File: config.mk
export PLATFORM = sky130hd
export DESIGN_NAME = z_exec_ctrl_flat
export DESIGN_NICKNAME = d
export VERILOG_FILES = /design/src/rtl/z_exec_ctrl_if.sv /design/src/rtl/z_exec_ctrl.sv /design/src/flat_wrapper.sv
export SDC_FILE = /design/constraint.sdc
export NUM_CORES = 1
export LEC_CHECK = 0
export CORE_MARGIN = 3
export CORE_UTILIZATION = 23
export CTS_CLUSTER_SIZE = 40
export DETAILED_ROUTE_END_ITERATION = 8
export PLACE_DENSITY = 0.5
export SLEW_MARGIN = 20
export SYNTH_ARGS = -nofsm -noshare
export SYNTH_HDL_FRONTEND = slang
export SYNTH_SLANG_ARGS = --single-unit
File: constraint.sdc
create_clock -name clk -period 3 [get_ports clk]
set_clock_uncertainty 0.15 [all_clocks]
set_input_delay 0.3 -clock clk [delete_from_list [all_inputs] [get_ports clk]]
set_output_delay 0.3 -clock clk [all_outputs]
set_load 0.02 [all_outputs]
File: src/rtl/z_exec_ctrl_if.sv
// Bus bundle between the execution controller and its memory, register file and ALU.
// The controller side uses the master modport; the environment uses slave.
interface z_exec_ctrl_if;
    logic        mem_req;
    logic        mem_we;
    logic [31:0] mem_addr;
    logic [31:0] mem_wdata;
    logic [31:0] mem_rdata;
    logic        mem_ack;

    logic [4:0]  rf_raddr1;
    logic [4:0]  rf_raddr2;
    logic [31:0] rf_rdata1;
    logic [31:0] rf_rdata2;
    logic        rf_we;
    logic [4:0]  rf_waddr;
    logic [31:0] rf_wdata;

    logic [31:0] alu_ins;
    logic [31:0] alu_a;
    logic [31:0] alu_b;
    logic [4:0]  alu_shamt;
    logic [31:0] alu_out;
    logic        alu_zero;

    modport master (
        output mem_req, mem_we, mem_addr, mem_wdata,
        input  mem_rdata, mem_ack,
        output rf_raddr1, rf_raddr2,
        input  rf_rdata1, rf_rdata2,
        output rf_we, rf_waddr, rf_wdata,
        output alu_ins, alu_a, alu_b, alu_shamt,
        input  alu_out, alu_zero
    );

    modport slave (
        input  mem_req, mem_we, mem_addr, mem_wdata,
        output mem_rdata, mem_ack,
        input  rf_raddr1, rf_raddr2,
        output rf_rdata1, rf_rdata2,
        input  rf_we, rf_waddr, rf_wdata,
        input  alu_ins, alu_a, alu_b, alu_shamt,
        output alu_out, alu_zero
    );
endinterface

File: src/rtl/z_exec_ctrl.sv
// Multi-cycle MIPS-subset controller: fetch, decode, execute via external ALU,
// memory access and register write-back. Owns PC, branches and load/store sequencing.
module z_exec_ctrl #(
    parameter logic [31:0] RESET_PC    = 32'h0000_0000,
    parameter bit          ALIGN_CHECK = 1'b1
) (
    input  logic                clk,
    input  logic                rst_n,
    z_exec_ctrl_if.master       bus,
    output logic [31:0]         pc,
    output logic                halt
);
    localparam logic [5:0] OpSpecial = 6'b000000;
    localparam logic [5:0] OpAddiu   = 6'b001001;
    localparam logic [5:0] OpAndi    = 6'b001100;
    localparam logic [5:0] OpBeq     = 6'b000100;
    localparam logic [5:0] OpBne     = 6'b000101;
    localparam logic [5:0] OpLw      = 6'b100011;
    localparam logic [5:0] OpSw      = 6'b101011;
    localparam logic [31:0] InsAddu  = 32'h0000_0021;
    localparam logic [31:0] InsSubu  = 32'h0000_0023;

    typedef enum logic [2:0] {StFetch, StDecode, StExec, StMem, StWb, StHalt} state_e;

    state_e      state_q, state_d;
    logic [31:0] pc_q, pc_d;
    logic [31:0] ir_q, ir_d;
    logic [31:0] a_q, a_d;
    logic [31:0] b_q, b_d;
    logic [31:0] aluout_q, aluout_d;
    logic [31:0] mdr_q, mdr_d;

    logic [5:0]  op, funct;
    logic [31:0] imm_se, imm_ze, br_off;
    logic        is_rtype, is_addiu, is_andi, is_beq, is_bne, is_lw, is_sw;
    logic        legal, taken;

    assign op       = ir_q[31:26];
    assign funct    = ir_q[5:0];
    assign imm_se   = {{16{ir_q[15]}}, ir_q[15:0]};
    assign imm_ze   = {16'h0000, ir_q[15:0]};
    assign br_off   = {imm_se[29:0], 2'b00};
    assign is_rtype = (op == OpSpecial);
    assign is_addiu = (op == OpAddiu);
    assign is_andi  = (op == OpAndi);
    assign is_beq   = (op == OpBeq);
    assign is_bne   = (op == OpBne);
    assign is_lw    = (op == OpLw);
    assign is_sw    = (op == OpSw);

    assign pc   = pc_q;
    assign halt = (state_q == StHalt);

    always_comb begin
        legal = 1'b0;
        case (op)
            OpSpecial: legal = funct inside {6'b100001, 6'b100011, 6'b101111, 6'b000000, 6'b000010};
            OpAddiu, OpAndi, OpBeq, OpBne, OpLw, OpSw: legal = 1'b1;
            default:   legal = 1'b0;
        endcase
    end

    always_comb begin
        state_d  = state_q;
        pc_d     = pc_q;
        ir_d     = ir_q;
        a_d      = a_q;
        b_d      = b_q;
        aluout_d = aluout_q;
        mdr_d    = mdr_q;
        taken    = 1'b0;

        bus.mem_req   = 1'b0;
        bus.mem_we    = 1'b0;
        bus.mem_addr  = 32'h0;
        bus.mem_wdata = 32'h0;
        bus.rf_raddr1 = ir_q[25:21];
        bus.rf_raddr2 = ir_q[20:16];
        bus.rf_we     = 1'b0;
        bus.rf_waddr  = is_rtype ? ir_q[15:11] : ir_q[20:16];
        bus.rf_wdata  = is_lw ? mdr_q : aluout_q;
        bus.alu_ins   = 32'h0;
        bus.alu_a     = 32'h0;
        bus.alu_b     = 32'h0;
        bus.alu_shamt = 5'h0;

        case (state_q)
            StFetch: begin
                bus.mem_req  = 1'b1;
                bus.mem_addr = pc_q;
                if (bus.mem_ack) begin
                    ir_d    = bus.mem_rdata;
                    pc_d    = pc_q + 32'd4;
                    state_d = StDecode;
                end
            end
            StDecode: begin
                a_d     = bus.rf_rdata1;
                b_d     = bus.rf_rdata2;
                state_d = legal ? StExec : StHalt;
            end
            StExec: begin
                if (is_rtype) begin
                    bus.alu_ins   = ir_q;
                    bus.alu_a     = a_q;
                    bus.alu_b     = b_q;
                    bus.alu_shamt = ir_q[10:6];
                    aluout_d      = bus.alu_out;
                    state_d       = StWb;
                end else if (is_andi) begin
                    aluout_d = a_q & imm_ze;
                    state_d  = StWb;
                end else if (is_beq || is_bne) begin
                    bus.alu_ins = InsSubu;
                    bus.alu_a   = a_q;
                    bus.alu_b   = b_q;
                    // Zero is tested locally rather than trusting alu_zero.
                    taken       = is_beq ? (bus.alu_out == 32'h0) : (bus.alu_out != 32'h0);
                    if (taken) begin
                        pc_d = pc_q + br_off;
                    end
                    state_d = StFetch;
                end else begin
                    bus.alu_ins = InsAddu;
                    bus.alu_a   = a_q;
                    bus.alu_b   = imm_se;
                    aluout_d    = bus.alu_out;
                    if (is_addiu) begin
                        state_d = StWb;
                    end else if (ALIGN_CHECK && (bus.alu_out[1:0] != 2'b00)) begin
                        state_d = StHalt;
                    end else begin
                        state_d = StMem;
                    end
                end
            end
            StMem: begin
                bus.mem_req   = 1'b1;
                bus.mem_we    = is_sw;
                bus.mem_addr  = aluout_q;
                bus.mem_wdata = b_q;
                if (bus.mem_ack) begin
                    if (is_lw) begin
                        mdr_d   = bus.mem_rdata;
                        state_d = StWb;
                    end else begin
                        state_d = StFetch;
                    end
                end
            end
            StWb: begin
                bus.rf_we = (bus.rf_waddr != 5'd0);
                state_d   = StFetch;
            end
            StHalt:  state_d = StHalt;
            default: state_d = StHalt;
        endcase

        // Strobes must drop the moment reset asserts, even though the reset state is fetch.
        if (!rst_n) begin
            bus.mem_req = 1'b0;
            bus.mem_we  = 1'b0;
            bus.rf_we   = 1'b0;
        end
    end

    always_ff @(posedge clk or negedge rst_n) begin
        if (!rst_n) begin
            state_q  <= StFetch;
            pc_q     <= RESET_PC;
            ir_q     <= 32'h0;
            a_q      <= 32'h0;
            b_q      <= 32'h0;
            aluout_q <= 32'h0;
            mdr_q    <= 32'h0;
        end else begin
            state_q  <= state_d;
            pc_q     <= pc_d;
            ir_q     <= ir_d;
            a_q      <= a_d;
            b_q      <= b_d;
            aluout_q <= aluout_d;
            mdr_q    <= mdr_d;
        end
    end
endmodule

File: src/flat_wrapper.sv
// flat-port wrapper written by rule: the top's interface ports become plain ports
module z_exec_ctrl_flat 
#(
    parameter logic [31:0] RESET_PC    = 32'h0000_0000,
    parameter bit          ALIGN_CHECK = 1'b1
)
  (clk, rst_n, pc, halt, bus_mem_req, bus_mem_we, bus_mem_addr, bus_mem_wdata, bus_mem_rdata, bus_mem_ack, bus_rf_raddr1, bus_rf_raddr2, bus_rf_rdata1, bus_rf_rdata2, bus_rf_we, bus_rf_waddr, bus_rf_wdata, bus_alu_ins, bus_alu_a, bus_alu_b, bus_alu_shamt, bus_alu_out, bus_alu_zero);
  z_exec_ctrl_if bus_i ();
  input  logic clk;
  input  logic rst_n;
  output logic [31:0] pc;
  output logic halt;
  output wire logic [$bits(bus_i.mem_req)-1:0] bus_mem_req;
  output wire logic [$bits(bus_i.mem_we)-1:0] bus_mem_we;
  output wire logic [$bits(bus_i.mem_addr)-1:0] bus_mem_addr;
  output wire logic [$bits(bus_i.mem_wdata)-1:0] bus_mem_wdata;
  input wire logic [$bits(bus_i.mem_rdata)-1:0] bus_mem_rdata;
  input wire logic [$bits(bus_i.mem_ack)-1:0] bus_mem_ack;
  output wire logic [$bits(bus_i.rf_raddr1)-1:0] bus_rf_raddr1;
  output wire logic [$bits(bus_i.rf_raddr2)-1:0] bus_rf_raddr2;
  input wire logic [$bits(bus_i.rf_rdata1)-1:0] bus_rf_rdata1;
  input wire logic [$bits(bus_i.rf_rdata2)-1:0] bus_rf_rdata2;
  output wire logic [$bits(bus_i.rf_we)-1:0] bus_rf_we;
  output wire logic [$bits(bus_i.rf_waddr)-1:0] bus_rf_waddr;
  output wire logic [$bits(bus_i.rf_wdata)-1:0] bus_rf_wdata;
  output wire logic [$bits(bus_i.alu_ins)-1:0] bus_alu_ins;
  output wire logic [$bits(bus_i.alu_a)-1:0] bus_alu_a;
  output wire logic [$bits(bus_i.alu_b)-1:0] bus_alu_b;
  output wire logic [$bits(bus_i.alu_shamt)-1:0] bus_alu_shamt;
  input wire logic [$bits(bus_i.alu_out)-1:0] bus_alu_out;
  input wire logic [$bits(bus_i.alu_zero)-1:0] bus_alu_zero;
  assign bus_mem_req = bus_i.mem_req;
  assign bus_mem_we = bus_i.mem_we;
  assign bus_mem_addr = bus_i.mem_addr;
  assign bus_mem_wdata = bus_i.mem_wdata;
  assign bus_i.mem_rdata = bus_mem_rdata;
  assign bus_i.mem_ack = bus_mem_ack;
  assign bus_rf_raddr1 = bus_i.rf_raddr1;
  assign bus_rf_raddr2 = bus_i.rf_raddr2;
  assign bus_i.rf_rdata1 = bus_rf_rdata1;
  assign bus_i.rf_rdata2 = bus_rf_rdata2;
  assign bus_rf_we = bus_i.rf_we;
  assign bus_rf_waddr = bus_i.rf_waddr;
  assign bus_rf_wdata = bus_i.rf_wdata;
  assign bus_alu_ins = bus_i.alu_ins;
  assign bus_alu_a = bus_i.alu_a;
  assign bus_alu_b = bus_i.alu_b;
  assign bus_alu_shamt = bus_i.alu_shamt;
  assign bus_i.alu_out = bus_alu_out;
  assign bus_i.alu_zero = bus_alu_zero;
  z_exec_ctrl #(.RESET_PC(RESET_PC), .ALIGN_CHECK(ALIGN_CHECK)) u_core (.clk(clk), .rst_n(rst_n), .bus(bus_i), .pc(pc), .halt(halt));
endmodule
* Word-level counts from Yosys, hierarchy flattened
Index checks and enable logic that the tools add are counted.
** Storage, ports and cells
- Input port bits :: 132
- Output and inout bits :: 248
- Register bits :: 195
** Cells by class
- Bitwise operators :: 1
- Muxes and demuxes :: 44
- Add/subtract/negate cells :: 2
- Reductions and logical operators :: 17
- Equality and inequality tests :: 22
** Operator list (count)
- 2-to-1 mux 32 bit :: 20
- one-hot mux 32 bit (2 select lines) :: 2
- adder 32 x 3 -> 32 bit (second input constant) :: 1
- adder 32 bit :: 1
- bitwise AND 32 x 16 -> 32 bit :: 1
- logical NOT 32 bit :: 1
- nonzero test 32 bit :: 1
- == test 6 bit (second input constant) :: 5
- 2-to-1 mux 3 bit :: 9
- 2-to-1 mux 5 bit :: 3
- one-hot mux 3 bit (5 select lines) :: 1
- == test 6 x 3 -> 1 bit (second input constant) :: 2
- == test 6 x 4 -> 1 bit (second input constant) :: 2
- logical NOT 6 bit :: 2
- nonzero test 5 bit :: 2
- != test 2 bit (second input constant) :: 4
- 2-to-1 mux 1 bit :: 7
- == test 3 x 2 -> 1 bit (second input constant) :: 2
- == test 3 bit (second input constant) :: 2
- == test 6 x 2 -> 1 bit (second input constant) :: 1
- AND reduction 2 bit :: 3
- AND reduction 6 bit :: 1
- OR reduction 6 bit :: 1
- != test 2 x 1 -> 1 bit (second input constant) :: 2
- 9 further kinds :: 10

* Depth between registers and ports, before layout
- Word-level depth :: 7
- Gate-level depth with buffers :: 14
- Depth with buffers taken out :: 12

* Worst setup path before layout
Ideal clock, no wire load.
- Kind :: register to register
- Start :: reg u_core.state_q[0]
- End :: reg u_core.pc_q[30], in the netlist u_core.pc[30]
- Cell stages (with the launch flop) :: 15
- Period minus slack after synthesis :: 3.360 ns
- Path slack :: -0.360 ns
- Required time :: 2.770 ns
- Data arrival time :: 3.130 ns
- Path buffers :: 2
- Cells stage by stage :: dfrtp_1 -> buf_4 -> nor2_1 -> and2_1 -> buf_2 -> nand2b_1 -> ha_1 -> fa_1 -> a211oi_1 -> o211ai_1 -> a21oi_1 -> o211ai_1 -> nor3b_1 -> a2111oi_2 -> xor2_1
** Between the ends
- Cells in the longest elaborated chain, start to end :: 3
** Ends and longest elaborated chain
- start, declared :: line z_exec_ctrl.sv:25 : state_e state_q, state_d;
- start signal, assigned :: line z_exec_ctrl.sv:169 : state_q <= StFetch;
- start signal, assigned :: line z_exec_ctrl.sv:177 : state_q <= state_d;
- == test 3 x 2 -> 1 bit or logical NOT 3 bit (tied branches) :: line z_exec_ctrl.sv:87 : case (state_q)
- != test 2 bit (no source line) (tied with other cells)
- AND reduction 6 bit (no source line)
- end signal, assigned :: line z_exec_ctrl.sv:178 : pc_q <= pc_d;
- end, declared :: line z_exec_ctrl.sv:26 : logic [31:0] pc_q, pc_d;
Parallel ways exist; a longest one is shown, timed or not.
A chain may end at the register's enable or synchronous reset.

* Worst setup path after layout
- Start :: reg u_core.state_q[2]
- End :: reg u_core.pc_q[18], in the netlist u_core.pc[18]
Same word-level chain as after synthesis.

==> results.tsv <==
stage	metric	value	unit
layout	final instance area	0.0171	sq mm
synth	register area share after synthesis	0.436	
setup_path	largest stage delay on the critical path	0.42	ns
clocking	CTS buffer count	17	
synth	count leader, synth	dfrtp_1	
synth	Synth Area in Adders	0.0187	
floorplanning	row count	79	
setup_path	Worst path top cell family by delay	compound AO/OA/AOI/OAI gates	
synth	simple-gate share of the synthesized area	0.170	
floorplanning	DIE AREA	0.0508	sq mm
synth	Synth Area in XOR/XNOR	0.0221	
synth	async set-reset flop share out of synthesis	1.00	
setup_path	Data arrival, critical path	3.41	ns
setup_path	Worst path depth	14	
pwr	clock power share	0.436	
synth	Synth Area in Compound Gates	0.131	
outcome	status	finished, violations left	
floorplanning	Ports	380	
layout	Net count, final	1686	
sta	final slew viol count	0	
drt	DR DRC count	0	
pwr	pwr/cell area	301	mW/mm^2
clocking	H-tree level count	4	
sta	RSZ-0062 raised after global routing	yes	
synth	Avg Inst Size Synth	9.95	sq um
pwr	Internal	3.83	mW
sta	worst slew pin tran	0.753	ns
drt	Antenna Nets Post-Route	0	
setup_path	capturing element type of the critical path	flip-flop	
synth	top cells by area, synth	dfrtp_1 44%, mux2_2 17%, nand2_1 4.2%, and3_1 3.8%, a21oi_1 3.5%	
setup_path	critical path class	reg -> reg	
layout	final non-filler cell total	2164	
sta	Final Critical Period	3.15	ns
pwr	Comb power frac	0.059	
clocking	clock root buffer	clkbuf_16	
sta	Hold Vio Cnt, Final	0	
global_route	pin count of the biggest net entering global routing	129	
pwr	total power	5.14	mW
pwr	VDD IR max	0.000370	V
drt	drt first pass iters	5	
floorplanning	core area	0.0471	sq mm
floorplanning	Die H	225	um
pwr	Seq pwr share	0.506	
synth	Mapped Area	0.0111	sq mm
synth	mux contribution to synthesized area	0.174	
setup_path	nature of the critical path startpoint	flip-flop	
min_path	Worst Hold Class	in -> async	
setup_path	WP data required	3.26	ns
setup_path	Critical-path top delay cell	dfrtp_1	
outcome	failing checks	setup timing	
setup_path	r2r worst-path depth	14	
setup_path	Buf/Inv on CP	2	
flow_run	maxcap violations	0	
floorplanning	Starting Density	0.236	
clocking	Skew-Pair Late Insertion Delay	0.49	ns
drt	drt wl/cell	22.0	um
synth	Synth Flop Type	dfrtp_1	
sta	fin crit share	1.05	
global_route	initial antenna violation count	6	
layout	layout cells sized above 1	0.276	
sta	Final Setup Violations	2	
drt	routed vias/inst	4.76	
synth	flops & latches, synth	193	
place	worst slack, placed	-0.476	ns
global_route	vias in the first global route	10717	
synth	Synth cell types	65	
drt	Vias	10305	
place	Placement Cell Area	0.0162	sq mm
global_route	first-pass GRT wire length	69300	um
pwr	switching pwr	1.30	mW
place	hpwl dp	34800	um
floorplanning	die span in x	225	um
sta	Max-slew headroom	0.498	
place	Placed Cells incl. Taps	2112	
sta	Fin Setup TNS	-0.254	ns
synth	YS warnings	0	
drt	DRT iter0 DRCs	547	
drt	Routed WL	47600	um
pwr	Leak Pwr	8.74	nW
sta	Worst Slack Setup Final	-0.147	ns
layout	fin util	0.363	
synth	Post-synth EDFFs	0	
clocking	CTS tree	built	
place	gp weighted congestion	0.874	
setup_path	r2r setup slk	-0.15	ns
clocking	clock slew at reported path FFs	0.08	ns
place	PortBufs	370	
global_route	total track usage	0.184	
synth	Synth top area share	0.436	
sta	Fin Hold WS	0.0787	ns
synth	main combinational cell family by area after synthesis	multiplexers	
clocking	Clock Tree Buf Depth	2	
synth	commonest cells in the synthesized netlist	193 x dfrtp_1, 163 x mux2_2, 123 x nand2_1, 77 x a21oi_1, 67 x and3_1	
synth	Mapped Cells	1114	
sta	fmax	0.318	GHz
setup_path	crit-path max FO	4	
pwr	switching fraction of total power	0.254	
clocking	clock sinks	193	
layout	P&R area growth vs syn	54.0	%
setup_path	worst path cell trace	nor2_4 -> and2_4 -> nand2b_4 -> ha_4 -> fa_2 -> a211oi_4 -> o211ai_1 -> a21oi_2 -> buf_6 -> buf_6 -> o21ai_2 -> or3_1 -> a21oi_2 -> xnor2_1	
global_route	grt total ovfl	0	
synth	post-synth top area cell	dfrtp_1	
## power groups by stage
| stage | Combinational, mW | Sequential (mW) | Clock (mW) |
|---|---|---|---|
| final | 0.301 | 2.60 | 2.24 |
| after global routing | 0.327 | 2.60 | 2.43 |
| after CTS | 0.306 | 2.60 | 2.35 |
| after detailed placement | 0.303 | 2.65 | 0 |
| after global placement | 0.302 | 2.65 | 0 |
| after floorplan | 0.0302 | 2.65 | 0 |
## final cells by class
type	count	area, sq um
repair buffers	499	4850
flip-flops and latches	193	4830
diodes	6	15.0
multi-input cells	817	6030
fillers	4838	30000
inverters	10	37.5
well taps	607	759
clock inverters	15	111
clock buffers	17	425
## registers in the layout, summed over array words and instances, names as in the netlist
name,cells
u_core.aluout_q,32
u_core.b_q,32
u_core.mdr_q,32
u_core.ir_q,32
u_core.a_q,32
u_core.pc,30
u_core.state_q,3
## layout by cell type (no fill, tap or decap), drive strengths merged, types with 15 or more instances in the layout
cell type	instances
buf	138
a22o	30
mux2	164
clkbuf	43
o21a	20
clkdlybuf4s50	178
nor2	48
o21ai	55
dlymetal6s2s	51
clkdlybuf4s15	32
and2	60
dfrtp	193
nand2	123
and3	67
a21oi	77
xnor2	17
dlygate4sd2	73
ha	15
## final timing paths
check / start / end
min in group clk: bus_alu_out[25] / u_core.aluout_q[25]
max in group asynchronous: rst_n / u_core.ir_q[12]
worst min register to register: u_core.a_q[22] / u_core.a_q[22]
worst max-delay path: u_core.state_q[2] / u_core.pc[18]
worst min-delay path: rst_n / u_core.ir_q[21]
worst max register to register: u_core.state_q[2] / u_core.pc[18]
## cell families (layout without fill, tap and decap cells)
kind of cell	after synthesis	in the layout
simple gates	365	365
compound gates	228	228
flops	193	193
mux	172	172
buf+inv	111	541
xor+xnor	28	28
fa+ha+maj	16	16
other cells	1	14
## timing repair
| item | 4_1_cts | 5_1_grt |
|---|---|---|
| setup endpoints to repair | 144 | 113 |
| buffers inserted | 5 | 6 |
| hold endpoints to repair | 146 | 0 |
| gates resized for setup | 186 | 141 |
| pin swaps | 6 | 22 |
| cloned | 0 | 2 |
| hold buffers | 1 | 0 |
## worst register-to-register path: cells and delay by family (launching register included)
kind,cells,cell delay (ns)
and+or+nand+nor,4,0.77
buffers and inverters,2,0.24
xor gates and xnor gates,1,0.14
adders and majority gates,2,0.54
DFF,1,0.42
AOI/OAI and AO/OA,5,0.80
## layer usage
layer	up-vias	global-route usage	wire, um
li1	4813	-	-
met1	5097	0.238	20900
met2	346	0.293	22400
met3	47	0.0561	3390
met4	2	0.0595	989
met5	-	0	13
(Power assumes the default switching activity.)
==> edit 1: new RTL, config.mk and constraints unchanged <==
`ALIGN_CHECK` is set to 1'b1 in 2 places; all go to 1'b0.
--- a/src/rtl/z_exec_ctrl.sv
+++ b/src/rtl/z_exec_ctrl.sv
@@ -2,7 +2,7 @@
 // memory access and register write-back. Owns PC, branches and load/store sequencing.
 module z_exec_ctrl #(
     parameter logic [31:0] RESET_PC    = 32'h0000_0000,
-    parameter bit          ALIGN_CHECK = 1'b1
+    parameter bit          ALIGN_CHECK = 1'b0
 ) (
     input  logic                clk,
     input  logic                rst_n,
--- a/src/flat_wrapper.sv
+++ b/src/flat_wrapper.sv
@@ -2,7 +2,7 @@
 module z_exec_ctrl_flat 
 #(
     parameter logic [31:0] RESET_PC    = 32'h0000_0000,
-    parameter bit          ALIGN_CHECK = 1'b1
+    parameter bit          ALIGN_CHECK = 1'b0
 )
   (clk, rst_n, pc, halt, bus_mem_req, bus_mem_we, bus_mem_addr, bus_mem_wdata, bus_mem_rdata, bus_mem_ack, bus_rf_raddr1, bus_rf_raddr2, bus_rf_rdata1, bus_rf_rdata2, bus_rf_we, bus_rf_waddr, bus_rf_wdata, bus_alu_ins, bus_alu_a, bus_alu_b, bus_alu_shamt, bus_alu_out, bus_alu_zero);
   z_exec_ctrl_if bus_i ();
Check against the original RTL: not equivalent (Yosys sat finds a counterexample within 4 cycles, from zero or initial values and one cycle with rst_n low).
==> edit 1 against the unedited design <==
  * The flow still finishes with violations (negative setup slack)
  * Sequential share of layout area is 1.2 points lower
  * Setup slack got worse by 79 ps
  * Non-clock buffer count grew 36
  * Power grew 3.9%
  * Combinational power shrank 6%
  * Routed wire length is 5.6% higher
  * First-iteration DRC count shrank 2.6%
  * Count of clock-buffer cells in the layout increased by 1
  * Cell area rose by 4.4%
  * Synthesized cell count shrank 1.3%
  * Synthesized area rose by 0.51%
  * Sequential cell count is the same
  * Critical endpoint is now u_core.pc[20]
==> edit 1: results (changes against the unedited design) <==
- Outcome: finished with violations
- Failing checks: negative setup slack
- Mux share of post-synthesis cell area: 16.9% (-0.53 points)
- Clock Buffer Count: 18 (+1)
- Detailed Route Iter0 Violations: 533 (-2.6%)
- Share of power burned in registers: 48.7% (-1.9 points)
- Worst R2R Path Depth: 11 (-3)
- # diodes: 1 (-5)
- # DRC: 0 (unchanged)
- Fraction of layout cells with a size suffix above 1: 33.0% (+5.4 points)
- NonClk Buf Share: 29.0% (+0.55 points)
- Non-Clock Buffer Count: 535 (+7.2%)
- Seq/total area: 27.1% (-1.2 points)
- Slew headroom: 42.1% (-7.7 points)
- Sequential share of the synthesized area: 43.4% (-0.22 points)
- Unique cell type count in the Yosys netlist: 69 (+6.2%)
- Fraction of the mapped netlist area in adder cells: 1.86% (-0.0095 points)
- First-pass GRT wire length: 72500 um (+4.6%)
- Compound-Gate Fraction of Synth Area: 14.0% (+0.85 points)
- Net switching power: 0.00136 W (+4.5%)
- Number of global-route vias before repair: 10900 (+2.0%)
- R2R Path Start: u_core.state_q[0]
- Pin count of the biggest net entering global routing: 125 (-3.1%)
- Met3 Resource Use GR: 4.97% (-0.65 points)
- Worst Path Max Fanout: 5 (+1)
- Worst Slack Setup Final: -225 ps (-78.6 ps)
- Synth area leaders: dfrtp_1 (43%), mux2_2 (17%), and2_1 (4.3%)
- Most frequent cells after synthesis: dfrtp_1 (193), mux2_2 (164), nand2_1 (84)
- Met1 Use GR: 24.7% (+0.94 points)
- Routed WL: 50300 um (+5.6%)
- Worst vdd ir: 0.359 mV (-2.9%)
- WL met1: 21400 um (+2.7%)
- Post-Synth XOR/XNOR Area: 2.20% (-0.011 points)
- Gp weighted congestion: 0.859 (-1.7%)
- GRT Util Overall: 19.4% (+1.1 points)
- Layout Nets: 1710 (+1.4%)
- Multi-input gates: 807 (-1.2%)
- Clk tree area frac: 3.43% (+0.29 points)
- FF-to-FF End: u_core.pc[20]
- DR WL met2: 24400 um (+9.1%)
- # setup viols final: 14 (+12)
- Final Hold Viols: 0 (unchanged)
- Flip-flop and latch count: 193 (unchanged)
- Initial DRT Pass Iterations: 4 (-1)
- DPL Wire Length: 36600 um (+5.1%)
- CP Data Arrival Time: 3500 ps (+90 ps)
- Metal3 WL: 3150 um (-7.1%)
- Leakage: 8.86 nW (+1.4%)
- Fraction of area in multi-input gates: 35.9% (+0.62 points)
-- edit 1: repair_timing --
item                                    CTS  global route
pin swaps                                24            29
hold buffers                              1             0
gates cloned                              4             2
endpoints found under the setup margin  163           131
endpoints found under the hold margin    35             0
gates resized for setup                 344           116
buffers inserted                         17            11
-- edit 1: cell families (layout without fill, tap and decap cells) --
kind of cell,count (synthesis),after routing
AO/OA/AOI/OAI,224,226
XOR/XNOR,28,28
other,1,9
adder cells (fa/ha/maj),16,16
multiplexers,167,167
flip-flops,193,193
AND/OR/NAND/NOR,362,362
buffers and inverters,108,575
-- edit 1: through the flow --
stage | cell area (um^2) | util [%] | std cells | hold slack [ps] | setup TNS (ps)
2_1_floorplan | 11300 | - | 1106 | -146 | -2150
3_3_place_gp | 16400 | 34.4 | 2123 | 38.3 | -1290
3_5_place_dp | 16400 | 34.4 | 2123 | 40.8 | -2140
4_1_cts | 17400 | 36.5 | 2177 | 83.9 | -1630
5_1_grt | 17800 | 37.3 | 2191 | 122 | -3670
6_report | 17800 | 37.3 | 2191 | 118 | -1420
-- edit 1: how the worst max path moves through the flow --
stage               slack, ps  cells past startpoint       endpoint               from
finish                   -230                     11  u_core.pc[20]  u_core.state_q[0]
floorplan                -500                     14  u_core.pc[20]  u_core.state_q[2]
detailed placement       -300                     11  u_core.pc[20]  u_core.state_q[0]
global route             -340                     11  u_core.pc[20]  u_core.state_q[0]
CTS                      -260                     12  u_core.pc[20]  u_core.state_q[1]
global placement         -250                     11  u_core.pc[20]  u_core.state_q[0]
-- edit 1: critical path, stage by stage (launching register included) --
cell       delay [ps]
dfrtp_1           430
nor3_4            250
buf_6             150
and2_4            150
ha_4              220
a2111oi_4         330
nor3_1            100
a211o_2           370
a31o_4            220
or4b_4            470
a21oi_2           160
xor2_1            140
==> edit 2: new RTL, config.mk and constraints unchanged <==
Without the edit above. Take the reset off `ir_q`, `a_q` and `b_q` and load them in a clocked block of their own.
--- a/src/rtl/z_exec_ctrl.sv
+++ b/src/rtl/z_exec_ctrl.sv
@@ -168,20 +168,20 @@
         if (!rst_n) begin
             state_q  <= StFetch;
             pc_q     <= RESET_PC;
-            ir_q     <= 32'h0;
-            a_q      <= 32'h0;
-            b_q      <= 32'h0;
             aluout_q <= 32'h0;
             mdr_q    <= 32'h0;
         end else begin
             state_q  <= state_d;
             pc_q     <= pc_d;
-            ir_q     <= ir_d;
-            a_q      <= a_d;
-            b_q      <= b_d;
             aluout_q <= aluout_d;
             mdr_q    <= mdr_d;
         end
     end
+
+    always_ff @(posedge clk) begin
+        ir_q <= ir_d;
+        a_q  <= a_d;
+        b_q  <= b_d;
+    end
 endmodule
 
Behaviour: not the same (Yosys sat finds a counterexample within 4 cycles, from zero or initial values and one cycle with rst_n low).
==> edit 2 against the unedited design <==
  * The run still ends with negative setup slack left
  * Synthesized cell count is 12% lower
  * Highest routed layer unchanged
  * Synthesized area down 5.1%
  * Power grew 3.1%
  * Routed wire length down 5.1%
  * Cell area shrank 3.2%
  * Critical path type unchanged
  * Largest power group unchanged
  * Sequential cell count unchanged
  * Fmax is 0.16% higher
  * Setup slack improved by 4.9 ps
  * Worst hold slack improved by 12 ps
==> edit 2: results (changes against the unedited design) <==
- Worst vdd ir: 0.441 mV (+19%)
- Number of global-route vias before repair: 9608 (-10%)
- Via-per-instance ratio: 4.59 (-3.6%)
- Max incr delay on CP: 440 ps (+20 ps)
- Gp weighted congestion: 0.852 (-2.5%)
- CP Data Arrival Time: 3350 ps (-60 ps)
- Prevailing post-synth register cell: dfrtp_1
- Synth warnings: 0 (unchanged)
- Fraction of layout cells with a size suffix above 1: 24.0% (-3.6 points)
- Drt wl/cell: 22.3 um (+1.2%)
- Delay-heaviest family, CP: buffers and inverters
- Unique cell type count in the Yosys netlist: 74 (+14%)
- # fillers: 4546 (-6.0%)
- R2R Path Start: u_core.state_q[1]
- # setup viols final: 13 (+11)
- Sw Ratio: 22.9% (-2.5 points)
- Actual slew at the worst max-slew pin: 584 ps (-169 ps)
- Skew-Pair Late Insertion Delay: 490 ps (about the same)
- Port bufs: 370 (unchanged)
- Layout Nets: 1571 (-6.8%)
- Initial antenna violation count: 3 (-3)
- Worst Slack Setup Final: -142 ps (+4.93 ps)
- Synth area leaders: edfxtp_1 (27%), dfrtp_1 (23%), mux2_2 (7.5%)
- Register Area: 5310 um^2 (+9.9%)
- Sequential share of the synthesized area: 50.5% (+6.9 points)
- Post-Route Hold Slack: 90.7 ps (+12.0 ps)
- Detailed Route Iter0 Violations: 526 (-3.8%)
- Clock-pin transition on the worst setup and hold timing paths: 80 ps (about the same)
- Pin count of the biggest net entering global routing: 66 (-49%)
- Failing checks: negative setup slack
- FF-to-FF End: u_core.pc[28]
- GRT Util Overall: 18.6% (+0.23 points)
- Most frequent cells after synthesis: nand2_1 (123), dfrtp_1 (97), edfxtp_1 (96)
- CTS root buf: clkbuf_16
- Post-synth EDFFs: 96 (+96)
- Worst R2R Path Depth: 16 (+2)
- Worst Path Max Fanout: 7 (+3)
- H-tree depth: 4 (unchanged)
- DPL Wire Length: 34200 um (-1.7%)
- CP max stage cell: ha_1
- First-pass GRT wire length: 64900 um (-6.3%)
- Initial DRT Pass Iterations: 4 (-1)
- Leakage: 7.70 nW (-12%)
- DP Area: 15500 um^2 (-3.9%)
- Post-synth ARST share: 50.3% (-50 points)
- Outcome: finished with violations
edit 2: changes by cell type after synthesis, moves of 12 or more:
cell	change
dfrtp_1	-96
edfxtp_1	+96
mux2_2	-93
a21oi_1	-27
and2_1	+13
and3_1	-12
clkbuf_1	-12
edit 2: worst max-delay path by stage:
stage | slack [ps] | cells past startpoint | from | end
4_1_cts | -160 | 12 | u_core.state_q[2] | u_core.pc[24]
6_report | -140 | 16 | u_core.state_q[1] | u_core.pc[28]
3_5_place_dp | -230 | 12 | bus_alu_out[7] | u_core.pc[28]
3_3_place_gp | -260 | 12 | bus_alu_out[7] | u_core.pc[28]
5_1_grt | -320 | 12 | u_core.state_q[0] | u_core.pc[24]
2_1_floorplan | -330 | 14 | u_core.state_q[1] | u_core.pc[24]
edit 2: area by class of cell:
cell class	count	area share (%)
flip-flops and latches	193	32.1
multi-input cells	704	31.1
repair buffers	506	28.9
well taps	592	4.48
clock buffers	20	2.64
clock inverters	12	0.667
inverters	1	0.0227
diodes	1	0.0152
edit 2: timing repair:
| action | in CTS | in global routing |
|---|---|---|
| setup endpoints to repair | 202 | 142 |
| setup buffers | 22 | 7 |
| pin swaps | 30 | 20 |
| endpoints found under the hold margin | 59 | 0 |
| resized for setup | 248 | 87 |
| hold buffers | 1 | 0 |
| cloned | 2 | 1 |
edit 2: power by group through the flow:
| stage | clock network, W | logic, W | registers [W] |
|---|---|---|---|
| final | 0.00226 | 0.000258 | 0.00278 |
| after global routing | 0.00244 | 0.000278 | 0.00278 |
| after CTS | 0.00234 | 0.000262 | 0.00278 |
| after detailed placement | 0 | 0.000260 | 0.00284 |
| after global placement | 0 | 0.000258 | 0.00284 |
| after floorplan | 0 | 0.0000290 | 0.00284 |
edit 2: through the flow:
stage / power (W) / TNS, ps / setup slack, ps / cells
after floorplan: 0.00287 / -2550 / -327 / 990
after global placement: 0.00309 / -3070 / -264 / 1965
after detailed placement: 0.00310 / -3130 / -234 / 1965
after CTS: 0.00538 / -1160 / -158 / 2022
after global routing: 0.00550 / -3740 / -322 / 2028
final: 0.00529 / -1010 / -142 / 2029
edit 2: routing by layer:
layer / routed length (um) / GRT usage [%] / vias to the layer above
met5: 34 / 0 / -
met4: 733 / 4.68 / 4
met3: 3770 / 7.07 / 46
met2: 21600 / 30.4 / 332
met1: 19000 / 23.2 / 4540
li1: - / - / 4390
edit 2: cells by family after synthesis:
kind of cell,Yosys count,share of synthesized area (%)
AND/OR/NAND/NOR,368,18.5
other,1,0.0357
adder cells (fa/ha/maj),16,1.98
AO/OA/AOI/OAI,200,13.1
multiplexers,80,8.51
buffers and inverters,94,4.78
XOR/XNOR,31,2.58
flip-flops,193,50.5
